[config.mk]
export PLATFORM = sky130hd
export DESIGN_NAME = i2c_bus_arbiter_flat
export DESIGN_NICKNAME = d
export VERILOG_FILES = /design/src/rtl/i2c_bus_arbiter_if.sv /design/src/rtl/i2c_bus_arbiter.sv /design/src/flat_wrapper.sv
export SDC_FILE = /design/constraint.sdc
export NUM_CORES = 1
export LEC_CHECK = 0
export BUFFER_PORTS_ARGS = -buffer_cell sky130_fd_sc_hd__buf_2
export CORE_MARGIN = 2
export CORE_UTILIZATION = 31
export DETAILED_ROUTE_END_ITERATION = 8
export GPL_ROUTABILITY_DRIVEN = 0
export PLACE_DENSITY_LB_ADDON = 0.08
export SLEW_MARGIN = 10
export SYNTH_ARGS = -nofsm -noshare
export SYNTH_HDL_FRONTEND = slang
export SYNTH_SLANG_ARGS = --single-unit
[constraint.sdc]
create_clock -name clk_i -period 2 [get_ports clk_i]
set_input_delay 0.3 -clock clk_i [delete_from_list [all_inputs] [get_ports clk_i]]
set_output_delay 0.3 -clock clk_i [all_outputs]
set_load 0.01 [all_outputs]
[src/rtl/i2c_bus_arbiter_if.sv]
// Handshake bundle of one i2c_master port: command fields, valids, readies, read data and status.
// "master" drives the command side; "slave" answers with readies, data and NACK.
interface i2c_bus_arbiter_if;
    logic [6:0] slave_addr;
    logic [7:0] reg_addr;
    logic [4:0] byte_len;
    logic [7:0] wdata;
    logic       cmd_valid;
    logic       write_valid;
    logic       read_valid;
    logic       rw_mode;
    logic       cmd_ready;
    logic       write_ready;
    logic       read_ready;
    logic [7:0] read_data;
    logic       data_valid;
    logic       nack;

    modport master (
        output slave_addr, reg_addr, byte_len, wdata,
        output cmd_valid, write_valid, read_valid, rw_mode,
        input  cmd_ready, write_ready, read_ready, read_data, data_valid, nack
    );

    modport slave (
        input  slave_addr, reg_addr, byte_len, wdata,
        input  cmd_valid, write_valid, read_valid, rw_mode,
        output cmd_ready, write_ready, read_ready, read_data, data_valid, nack
    );
endinterface

[src/rtl/i2c_bus_arbiter.sv]
// Round-robin, session-holding arbiter letting two requesters share one i2c_master.
// Optional session watchdog: define I2C_ARB_TIMEOUT_EN to abort sessions after TIMEOUT_CYCLES.
//
// state  | meaning
// IDLE   | no grant; waits for an eligible request while the master is idle
// GRANT0 | requester 0 owns the master for its whole session
// GRANT1 | requester 1 owns the master for its whole session
// ABORT  | hung session cut off; waits for the master to return idle
module i2c_bus_arbiter #(
    parameter int unsigned TIMEOUT_CYCLES = 2_000_000
) (
    input  logic               clk_i,
    input  logic               rst_i,
    input  logic               req0_i,
    input  logic               req1_i,
    output logic               gnt0_o,
    output logic               gnt1_o,
    i2c_bus_arbiter_if.slave   r0,
    i2c_bus_arbiter_if.slave   r1,
    i2c_bus_arbiter_if.master  m,
    output logic               timeout_o
);

    typedef enum logic [1:0] {S_IDLE, S_GRANT0, S_GRANT1, S_ABORT} state_t;

    localparam logic [21:0] TO_LAST = 22'(TIMEOUT_CYCLES - 1);

    state_t state_q, state_d;
    logic   last_q, last_d;
    logic   gnt0_q, gnt0_d;
    logic   gnt1_q, gnt1_d;
    logic   elig0, elig1;
    logic   expired;

`ifdef I2C_ARB_TIMEOUT_EN
    logic [21:0] cnt_q, cnt_d;
    logic [1:0]  blocked_q, blocked_d;
    logic        timeout_q, timeout_d;

    assign elig0     = req0_i & ~blocked_q[0];
    assign elig1     = req1_i & ~blocked_q[1];
    assign expired   = (cnt_q == TO_LAST);
    assign timeout_o = timeout_q;

    always_comb begin
        cnt_d = '0;
        if (state_q == S_GRANT0 || state_q == S_GRANT1) begin
            cnt_d = cnt_q + 22'd1;
        end
        // A flag is raised by the abort and only a dropped request clears it.
        blocked_d[0] = (state_q == S_GRANT0 && state_d == S_ABORT) | (blocked_q[0] & req0_i);
        blocked_d[1] = (state_q == S_GRANT1 && state_d == S_ABORT) | (blocked_q[1] & req1_i);
        timeout_d    = (state_q == S_ABORT) && m.cmd_ready;
    end

    always_ff @(posedge clk_i or negedge rst_i) begin
        if (!rst_i) begin
            cnt_q     <= '0;
            blocked_q <= '0;
            timeout_q <= 1'b0;
        end else begin
            cnt_q     <= cnt_d;
            blocked_q <= blocked_d;
            timeout_q <= timeout_d;
        end
    end
`else
    logic unused_cfg;

    assign elig0      = req0_i;
    assign elig1      = req1_i;
    assign expired    = 1'b0;
    assign timeout_o  = 1'b0;
    assign unused_cfg = ^TO_LAST;
`endif

    always_comb begin
        state_d = state_q;
        last_d  = last_q;
        case (state_q)
            S_IDLE: begin
                if (m.cmd_ready) begin
                    // On contention the requester that was not granted last wins.
                    if (elig0 && (!elig1 || last_q)) begin
                        state_d = S_GRANT0;
                        last_d  = 1'b0;
                    end else if (elig1) begin
                        state_d = S_GRANT1;
                        last_d  = 1'b1;
                    end
                end
            end
            S_GRANT0: begin
                if (!req0_i && m.cmd_ready) state_d = S_IDLE;
                else if (expired)          state_d = S_ABORT;
            end
            S_GRANT1: begin
                if (!req1_i && m.cmd_ready) state_d = S_IDLE;
                else if (expired)          state_d = S_ABORT;
            end
            default: begin
                if (m.cmd_ready) state_d = S_IDLE;
            end
        endcase
        gnt0_d = (state_d == S_GRANT0);
        gnt1_d = (state_d == S_GRANT1);
    end

    always_ff @(posedge clk_i or negedge rst_i) begin
        if (!rst_i) begin
            state_q <= S_IDLE;
            last_q  <= 1'b1;
            gnt0_q  <= 1'b0;
            gnt1_q  <= 1'b0;
        end else begin
            state_q <= state_d;
            last_q  <= last_d;
            gnt0_q  <= gnt0_d;
            gnt1_q  <= gnt1_d;
        end
    end

    assign gnt0_o = gnt0_q;
    assign gnt1_o = gnt1_q;

    always_comb begin
        m.slave_addr   = '0;
        m.reg_addr     = '0;
        m.byte_len     = '0;
        m.wdata        = '0;
        m.cmd_valid    = 1'b0;
        m.write_valid  = 1'b0;
        m.read_valid   = 1'b0;
        m.rw_mode      = 1'b0;
        r0.cmd_ready   = 1'b0;
        r0.write_ready = 1'b0;
        r0.read_ready  = 1'b0;
        r0.read_data   = '0;
        r0.data_valid  = 1'b0;
        r0.nack        = 1'b0;
        r1.cmd_ready   = 1'b0;
        r1.write_ready = 1'b0;
        r1.read_ready  = 1'b0;
        r1.read_data   = '0;
        r1.data_valid  = 1'b0;
        r1.nack        = 1'b0;
        case (state_q)
            S_GRANT0: begin
                m.slave_addr   = r0.slave_addr;
                m.reg_addr     = r0.reg_addr;
                m.byte_len     = r0.byte_len;
                m.wdata        = r0.wdata;
                m.cmd_valid    = r0.cmd_valid;
                m.write_valid  = r0.write_valid;
                m.read_valid   = r0.read_valid;
                m.rw_mode      = r0.rw_mode;
                r0.cmd_ready   = m.cmd_ready;
                r0.write_ready = m.write_ready;
                r0.read_ready  = m.read_ready;
                r0.read_data   = m.read_data;
                r0.data_valid  = m.data_valid;
                r0.nack        = m.nack;
            end
            S_GRANT1: begin
                m.slave_addr   = r1.slave_addr;
                m.reg_addr     = r1.reg_addr;
                m.byte_len     = r1.byte_len;
                m.wdata        = r1.wdata;
                m.cmd_valid    = r1.cmd_valid;
                m.write_valid  = r1.write_valid;
                m.read_valid   = r1.read_valid;
                m.rw_mode      = r1.rw_mode;
                r1.cmd_ready   = m.cmd_ready;
                r1.write_ready = m.write_ready;
                r1.read_ready  = m.read_ready;
                r1.read_data   = m.read_data;
                r1.data_valid  = m.data_valid;
                r1.nack        = m.nack;
            end
            default: ;
        endcase
    end

endmodule
[src/flat_wrapper.sv]
// flat-port wrapper written by rule: the top's interface ports become plain ports
module i2c_bus_arbiter_flat 
#(
    parameter int unsigned TIMEOUT_CYCLES = 2_000_000
)
  (clk_i, rst_i, req0_i, req1_i, gnt0_o, gnt1_o, timeout_o, r0_slave_addr, r0_reg_addr, r0_byte_len, r0_wdata, r0_cmd_valid, r0_write_valid, r0_read_valid, r0_rw_mode, r0_cmd_ready, r0_write_ready, r0_read_ready, r0_read_data, r0_data_valid, r0_nack, r1_slave_addr, r1_reg_addr, r1_byte_len, r1_wdata, r1_cmd_valid, r1_write_valid, r1_read_valid, r1_rw_mode, r1_cmd_ready, r1_write_ready, r1_read_ready, r1_read_data, r1_data_valid, r1_nack, m_slave_addr, m_reg_addr, m_byte_len, m_wdata, m_cmd_valid, m_write_valid, m_read_valid, m_rw_mode, m_cmd_ready, m_write_ready, m_read_ready, m_read_data, m_data_valid, m_nack);
  i2c_bus_arbiter_if r0_i ();
  i2c_bus_arbiter_if r1_i ();
  i2c_bus_arbiter_if m_i ();
  input  logic clk_i;
  input  logic rst_i;
  input  logic req0_i;
  input  logic req1_i;
  output logic gnt0_o;
  output logic gnt1_o;
  output logic timeout_o;
  input wire logic [$bits(r0_i.slave_addr)-1:0] r0_slave_addr;
  input wire logic [$bits(r0_i.reg_addr)-1:0] r0_reg_addr;
  input wire logic [$bits(r0_i.byte_len)-1:0] r0_byte_len;
  input wire logic [$bits(r0_i.wdata)-1:0] r0_wdata;
  input wire logic [$bits(r0_i.cmd_valid)-1:0] r0_cmd_valid;
  input wire logic [$bits(r0_i.write_valid)-1:0] r0_write_valid;
  input wire logic [$bits(r0_i.read_valid)-1:0] r0_read_valid;
  input wire logic [$bits(r0_i.rw_mode)-1:0] r0_rw_mode;
  output wire logic [$bits(r0_i.cmd_ready)-1:0] r0_cmd_ready;
  output wire logic [$bits(r0_i.write_ready)-1:0] r0_write_ready;
  output wire logic [$bits(r0_i.read_ready)-1:0] r0_read_ready;
  output wire logic [$bits(r0_i.read_data)-1:0] r0_read_data;
  output wire logic [$bits(r0_i.data_valid)-1:0] r0_data_valid;
  output wire logic [$bits(r0_i.nack)-1:0] r0_nack;
  input wire logic [$bits(r1_i.slave_addr)-1:0] r1_slave_addr;
  input wire logic [$bits(r1_i.reg_addr)-1:0] r1_reg_addr;
  input wire logic [$bits(r1_i.byte_len)-1:0] r1_byte_len;
  input wire logic [$bits(r1_i.wdata)-1:0] r1_wdata;
  input wire logic [$bits(r1_i.cmd_valid)-1:0] r1_cmd_valid;
  input wire logic [$bits(r1_i.write_valid)-1:0] r1_write_valid;
  input wire logic [$bits(r1_i.read_valid)-1:0] r1_read_valid;
  input wire logic [$bits(r1_i.rw_mode)-1:0] r1_rw_mode;
  output wire logic [$bits(r1_i.cmd_ready)-1:0] r1_cmd_ready;
  output wire logic [$bits(r1_i.write_ready)-1:0] r1_write_ready;
  output wire logic [$bits(r1_i.read_ready)-1:0] r1_read_ready;
  output wire logic [$bits(r1_i.read_data)-1:0] r1_read_data;
  output wire logic [$bits(r1_i.data_valid)-1:0] r1_data_valid;
  output wire logic [$bits(r1_i.nack)-1:0] r1_nack;
  output wire logic [$bits(m_i.slave_addr)-1:0] m_slave_addr;
  output wire logic [$bits(m_i.reg_addr)-1:0] m_reg_addr;
  output wire logic [$bits(m_i.byte_len)-1:0] m_byte_len;
  output wire logic [$bits(m_i.wdata)-1:0] m_wdata;
  output wire logic [$bits(m_i.cmd_valid)-1:0] m_cmd_valid;
  output wire logic [$bits(m_i.write_valid)-1:0] m_write_valid;
  output wire logic [$bits(m_i.read_valid)-1:0] m_read_valid;
  output wire logic [$bits(m_i.rw_mode)-1:0] m_rw_mode;
  input wire logic [$bits(m_i.cmd_ready)-1:0] m_cmd_ready;
  input wire logic [$bits(m_i.write_ready)-1:0] m_write_ready;
  input wire logic [$bits(m_i.read_ready)-1:0] m_read_ready;
  input wire logic [$bits(m_i.read_data)-1:0] m_read_data;
  input wire logic [$bits(m_i.data_valid)-1:0] m_data_valid;
  input wire logic [$bits(m_i.nack)-1:0] m_nack;
  assign r0_i.slave_addr = r0_slave_addr;
  assign r0_i.reg_addr = r0_reg_addr;
  assign r0_i.byte_len = r0_byte_len;
  assign r0_i.wdata = r0_wdata;
  assign r0_i.cmd_valid = r0_cmd_valid;
  assign r0_i.write_valid = r0_write_valid;
  assign r0_i.read_valid = r0_read_valid;
  assign r0_i.rw_mode = r0_rw_mode;
  assign r0_cmd_ready = r0_i.cmd_ready;
  assign r0_write_ready = r0_i.write_ready;
  assign r0_read_ready = r0_i.read_ready;
  assign r0_read_data = r0_i.read_data;
  assign r0_data_valid = r0_i.data_valid;
  assign r0_nack = r0_i.nack;
  assign r1_i.slave_addr = r1_slave_addr;
  assign r1_i.reg_addr = r1_reg_addr;
  assign r1_i.byte_len = r1_byte_len;
  assign r1_i.wdata = r1_wdata;
  assign r1_i.cmd_valid = r1_cmd_valid;
  assign r1_i.write_valid = r1_write_valid;
  assign r1_i.read_valid = r1_read_valid;
  assign r1_i.rw_mode = r1_rw_mode;
  assign r1_cmd_ready = r1_i.cmd_ready;
  assign r1_write_ready = r1_i.write_ready;
  assign r1_read_ready = r1_i.read_ready;
  assign r1_read_data = r1_i.read_data;
  assign r1_data_valid = r1_i.data_valid;
  assign r1_nack = r1_i.nack;
  assign m_slave_addr = m_i.slave_addr;
  assign m_reg_addr = m_i.reg_addr;
  assign m_byte_len = m_i.byte_len;
  assign m_wdata = m_i.wdata;
  assign m_cmd_valid = m_i.cmd_valid;
  assign m_write_valid = m_i.write_valid;
  assign m_read_valid = m_i.read_valid;
  assign m_rw_mode = m_i.rw_mode;
  assign m_i.cmd_ready = m_cmd_ready;
  assign m_i.write_ready = m_write_ready;
  assign m_i.read_ready = m_read_ready;
  assign m_i.read_data = m_read_data;
  assign m_i.data_valid = m_data_valid;
  assign m_i.nack = m_nack;
  i2c_bus_arbiter #(.TIMEOUT_CYCLES(TIMEOUT_CYCLES)) u_core (.clk_i(clk_i), .rst_i(rst_i), .req0_i(req0_i), .req1_i(req1_i), .gnt0_o(gnt0_o), .gnt1_o(gnt1_o), .r0(r0_i), .r1(r1_i), .m(m_i), .timeout_o(timeout_o));
endmodule
# Word-level counts from Yosys, hierarchy flattened
# Cells that the tools add are included.
# Widths: inputs -> output; s select.
[word_totals]
reg_bits = 5
in_bits = 81
out_inout_bits = 61
[op_classes]
eq_ne = 4
n_mux = 29
n_reduce_logical = 9
[op_table]
columns = ["cell", "n"]
rows = [
  ["$pmux 8 s2", 2],
  ["$mux 8", 2],
  ["$pmux 7 s2", 1],
  ["$mux 1", 12],
  ["$mux 2", 6],
  ["$pmux 5 s2", 1],
  ["$pmux 1 s2", 4],
  ["$pmux 2 s3", 1],
  ["$eq 2x1->1 const B", 2],
  ["$eq 2x2->1 const B", 2],
  ["$logic_and 1x1->1", 3],
  ["$reduce_and 3->1", 1],
  ["$logic_not 1->1", 2],
  ["$logic_not 2->1", 1],
  ["$reduce_bool 2->1", 1],
  ["$logic_or 1x1->1", 1],
]

# Logic depth before layout (Yosys ltp)
[depth]
word_depth = 7
depth_mapped = 6

# Least setup slack after synthesis
# Ideal clock, no wire load.
[synth_path]
path_type = "register -> output"
startpoint = "reg u_core.state_q[0]"
endpoint = "out m_byte_len[4]"
arrival_time_ns = 1.397
required_time_ns = 1.700
path_slack_ns = 0.303
path_stages_with_launch = 7
path_buffers = 2
cell_sequence = "dfrtp_1 > inv_1 > ha_1 > buf_2 > clkbuf_1 > a22oi_1 > nor2b_1"
[synth_between]
elab_chain_len = 2
elab_cells_between_ends = 3
[synth_rtl]
columns = ["element", "line", "source"]
rows = [
  ["from (decl)", "i2c_bus_arbiter.sv:28", "state_t state_q, state_d;"],
  ["from (signal assigned)", "i2c_bus_arbiter.sv:116", "state_q <= state_d;"],
  ["$eq 2x2->1 or $eq 2x1->1 (tied branches)", "i2c_bus_arbiter.sv:147", "case (state_q)"],
  ["$pmux 5 s2 (*)", "i2c_bus_arbiter.sv:147", ""],
  ["to (decl)", "flat_wrapper.sv:47", "output wire logic [$bits(m_i.byte_len)-1:0] m_byte_len;"],
]
# Mark *: on every way between the ends. The rest lies on a longest branch, timed or not.

# Worst setup path in the final report
[layout_path]
startpoint = "reg u_core.state_q[0]"
endpoint = "out m_reg_addr[2]"
[layout_between]
elab_chain_len = 2
elab_cells_between_ends = 3
[layout_rtl]
columns = ["element", "line", "source"]
rows = [
  ["$eq 2x2->1 or $eq 2x1->1 (tied branches)", "i2c_bus_arbiter.sv:147", ""],
  ["$pmux 8 s2 (*)", "i2c_bus_arbiter.sv:147", ""],
  ["to (decl)", "flat_wrapper.sv:46", "output wire logic [$bits(m_i.reg_addr)-1:0] m_reg_addr;"],
]
# Marked as above.

==> run summary <==
The run finished with clean final reports. The critical path contains buffers and inverters numbering 3 combined. The clock transition at the registers of the reported paths is about 0.050 ns.

The die covers 3770 um^2. The total track usage is 18.6%. The top cell type by area accounts for roughly a quarter of the synthesized area. The number of nets in the synthesized netlist is 224. The via count of the first global-routing pass came out at between 1000 and 1500.

The leftover overflow at the end of global routing is 0. The overall die width is about 61 um. The sum of net half-perimeters after detailed placement is 3130 um. The portion of the post-synthesis area used by sequential elements is around an eighth. Once detail routing completed, the nets flagged for antenna violations numbered 0. The placed instances occupy a cell area of 1750 um^2. IR analysis of the VDD net gives a maximum drop of ~0.63 mV. The number of placed I/O pins is 142. The wire length of the first global-routing pass is 5380 um.

The latest clock arrival within the worst-skew pair is 0.25 ns. The routed wire length is 3910 um. The count of cell types in the netlist is 26.

The initial core utilization is 32.9%. The data arrival time at the worst-slack endpoint came out at 1.54 ns. The share of total power in sequential cells is 8.7%. Synthesis produced a netlist whose cell count is 139. Of all cell types, the one taking the most synthesized area is sky130_fd_sc_hd__a22oi_1.

Dividing the detail-routed wire length by the instance count gives 12.2 um. Buffers inserted during clock tree synthesis total 3. The die is 61.4 um tall. The number of antenna diodes came out at 0. Summed over all nets, the switching power comes to ~1.0 mW. In this design, the stage delay of the slowest critical-path cell is 0.39 ns.

The power per cell area is 1170 nW/um^2. TritonCTS built the clock tree. The number of nets in the layout is roughly 360. The switching share of total power came out at 46.7%. The leakage component of the power came out at between 1 and 1.5 nW. The fraction of registers with async set or reset after synthesis is 100%. Based on the critical path, the design can be clocked at up to roughly 540 MHz. The internal power consumption came out at 1.15 mW.

The primary flip-flop cell chosen by synthesis mapping is sky130_fd_sc_hd__dfrtp_1. The placeable core area is 3100 um^2. The Yosys step of the flow raised 0 warnings. At the worst endpoint, the required time is 1.70 ns. Setup repair after global routing left no endpoint under its margin. The critical path is of the register to output pin type. The mean instance size in the synthesized netlist came out at 7.35 um^2.

The category of the worst setup path capture point is an output pin. The number of buffers added on ports came out at 140. The via density per instance came out at ~4.6. The final instance area is 1840 um^2. The cell area after technology mapping came out at 1020 um^2. Leaving out fill and tap cells, the most frequent cells in the layout are sky130_fd_sc_hd__buf_2, sky130_fd_sc_hd__a22oi_1, sky130_fd_sc_hd__nor2b_1, sky130_fd_sc_hd__and2_1, sky130_fd_sc_hd__nand2_1.

In the routed design, unresolved DRC markers number 0. The post-route clock skew is 0.00723 ns. After synthesis the netlist holds a flip-flop and latch count of 5.

In this run, the combinational gates consume 85.7% of the power. The final critical path time including I/O delays and setup is about 1.8 ns. Adding up every negative setup slack in the final design gives 0 ns.

The relative area change from synthesis to final layout is 79.9%. The final worst-path cycle share came out at 91.9%. The final number of hold-violating endpoints was 0. The detailed router's first-iteration violation count is 94. The max-slew violation count is 0. Clock tree synthesis selected as its root buffer the cell sky130_fd_sc_hd__clkbuf_4. The number of flops mapped to enable cells by yosys came out at 0.

The largest individual stage delay along the critical path comes from the cell sky130_fd_sc_hd__dfrtp_1. The number of buffers on the longest clock path came out at 2. The maximum fanout encountered on the critical timing path is 32.

The largest net degree at the start of global routing came out at 33. The number of iterations in the first detailed-routing pass came out at 4. Walking the worst path, the cells encountered are inv_1 -> ha_1 -> buf_6 -> nor2b_1 -> buf_2. The initial antenna violation count is 0.

Detailed routing inserted a total of approximately 1500 vias. The cell family contributing the most delay on the critical path is buffers and inverters. The number of levels the H-tree was split into is 1.

Yosys attributes the largest share of cell area to sky130_fd_sc_hd__a22oi_1, sky130_fd_sc_hd__nor2b_1, sky130_fd_sc_hd__and2_1, sky130_fd_sc_hd__dfrtp_1, sky130_fd_sc_hd__ha_1. The sink count of the clock tree is 5. The layout cell share with drive strength beyond 1 is 57.6%. The leading cell type in the layout, fill and taps excluded is sky130_fd_sc_hd__buf_2. The class of the tightest hold or removal check is input port to register. The share of the core filled with cells is 59.3%. The worst setup path is launched from a register. Across the run, the number of max-cap violations was 0.

Setup violations remaining at the end of the flow were counted as 0. The share of total power dissipated in the clock network is 5.6%. Row generation in the floorplan step produced 20 rows.
## logic make-up (layout without fill, tap and decap cells)
logic type               Yosys count  after routing  share of synthesized area, %
AND/OR/NAND/NOR                   68             68                          41.4
buffers and inverters             18            155                          8.45
adder cells (fa/ha/maj)            4              4                          4.90
AO/OA/AOI/OAI                     43             43                          32.6
other                              1              1                         0.367
flip-flops                         5              5                          12.4
## power groups by stage
stage	sequential [mW]	clock, mW	combinational (mW)
finish	0.187	0.121	1.85
global route	0.195	0.138	2.05
CTS	0.189	0.127	1.77
detailed placement	0.190	0	1.76
global placement	0.189	0	1.76
floorplan	0.193	0	1.16
## synth_stat cells, types with 2 or more instances
master and count:
sky130_fd_sc_hd__a22oi_1 33, sky130_fd_sc_hd__nor2b_1 33, sky130_fd_sc_hd__and2_1 24, sky130_fd_sc_hd__clkbuf_1 7, sky130_fd_sc_hd__buf_2 6, sky130_fd_sc_hd__nand2_1 5
sky130_fd_sc_hd__dfrtp_1 4, sky130_fd_sc_hd__ha_1 4, sky130_fd_sc_hd__inv_1 3, sky130_fd_sc_hd__a211o_1 2, sky130_fd_sc_hd__a21oi_1 2, sky130_fd_sc_hd__and2_2 2
## layer usage
metal	track usage (%)	vias to the layer above	wire length, um
met4	6.38	0	34
met2	34.2	60	2030
met1	21.9	636	1500
met3	2.94	4	342
li1	-	762	-
met5	0	-	0
## flip-flops by register name (all words and copies together), names as in the netlist
name / count
u_core.gnt0_o: 1
u_core.gnt1_o: 1
u_core.last_q: 1
u_core.state_q: 2
## timing repair
item | CTS | global route
setup buffers | 0 | 2
hold endpoints to repair | 4 | 0
setup endpoints to repair | 0 | 43
hold buffers | 1 | 0
gates resized for setup | 0 | 8
## final timing paths
kind / depth (start not counted) / start / slack [ns] / end
setup / recovery: 5 / u_core.state_q[0] / 0.16 / m_reg_addr[2]
hold / removal: 2 / req0_i / 0.30 / u_core.last_q
setup reg to reg: 6 / u_core.state_q[1] / 0.40 / u_core.gnt0_o
hold reg to reg: 2 / u_core.last_q / 0.57 / u_core.last_q
max in group asynchronous: 2 / rst_i / 1.40 / u_core.last_q
min in group asynchronous: 2 / rst_i / 0.39 / u_core.state_q[1]
## layout make-up
cell class              count  area, um^2
inverters                   3        11.3
flip-flops and latches      5         126
fillers                   338        1260
clock buffers               4        26.3
multi-input cells         116         825
repair buffers            148         796
well taps                  44        55.1
## metrics by stage
step / hold WS (ns) / power [mW] / worst slack [ns] / cells
global placement: 0.120 / 1.95 / 0.301 / 313
global route: 0.320 / 2.38 / 0.00808 / 320
floorplan: 0.00441 / 1.35 / 0.303 / 139
CTS: 0.294 / 2.08 / 0.00580 / 318
finish: 0.301 / 2.16 / 0.162 / 320
detailed placement: 0.122 / 1.95 / 0.289 / 313
(Power assumes the default switching activity.)
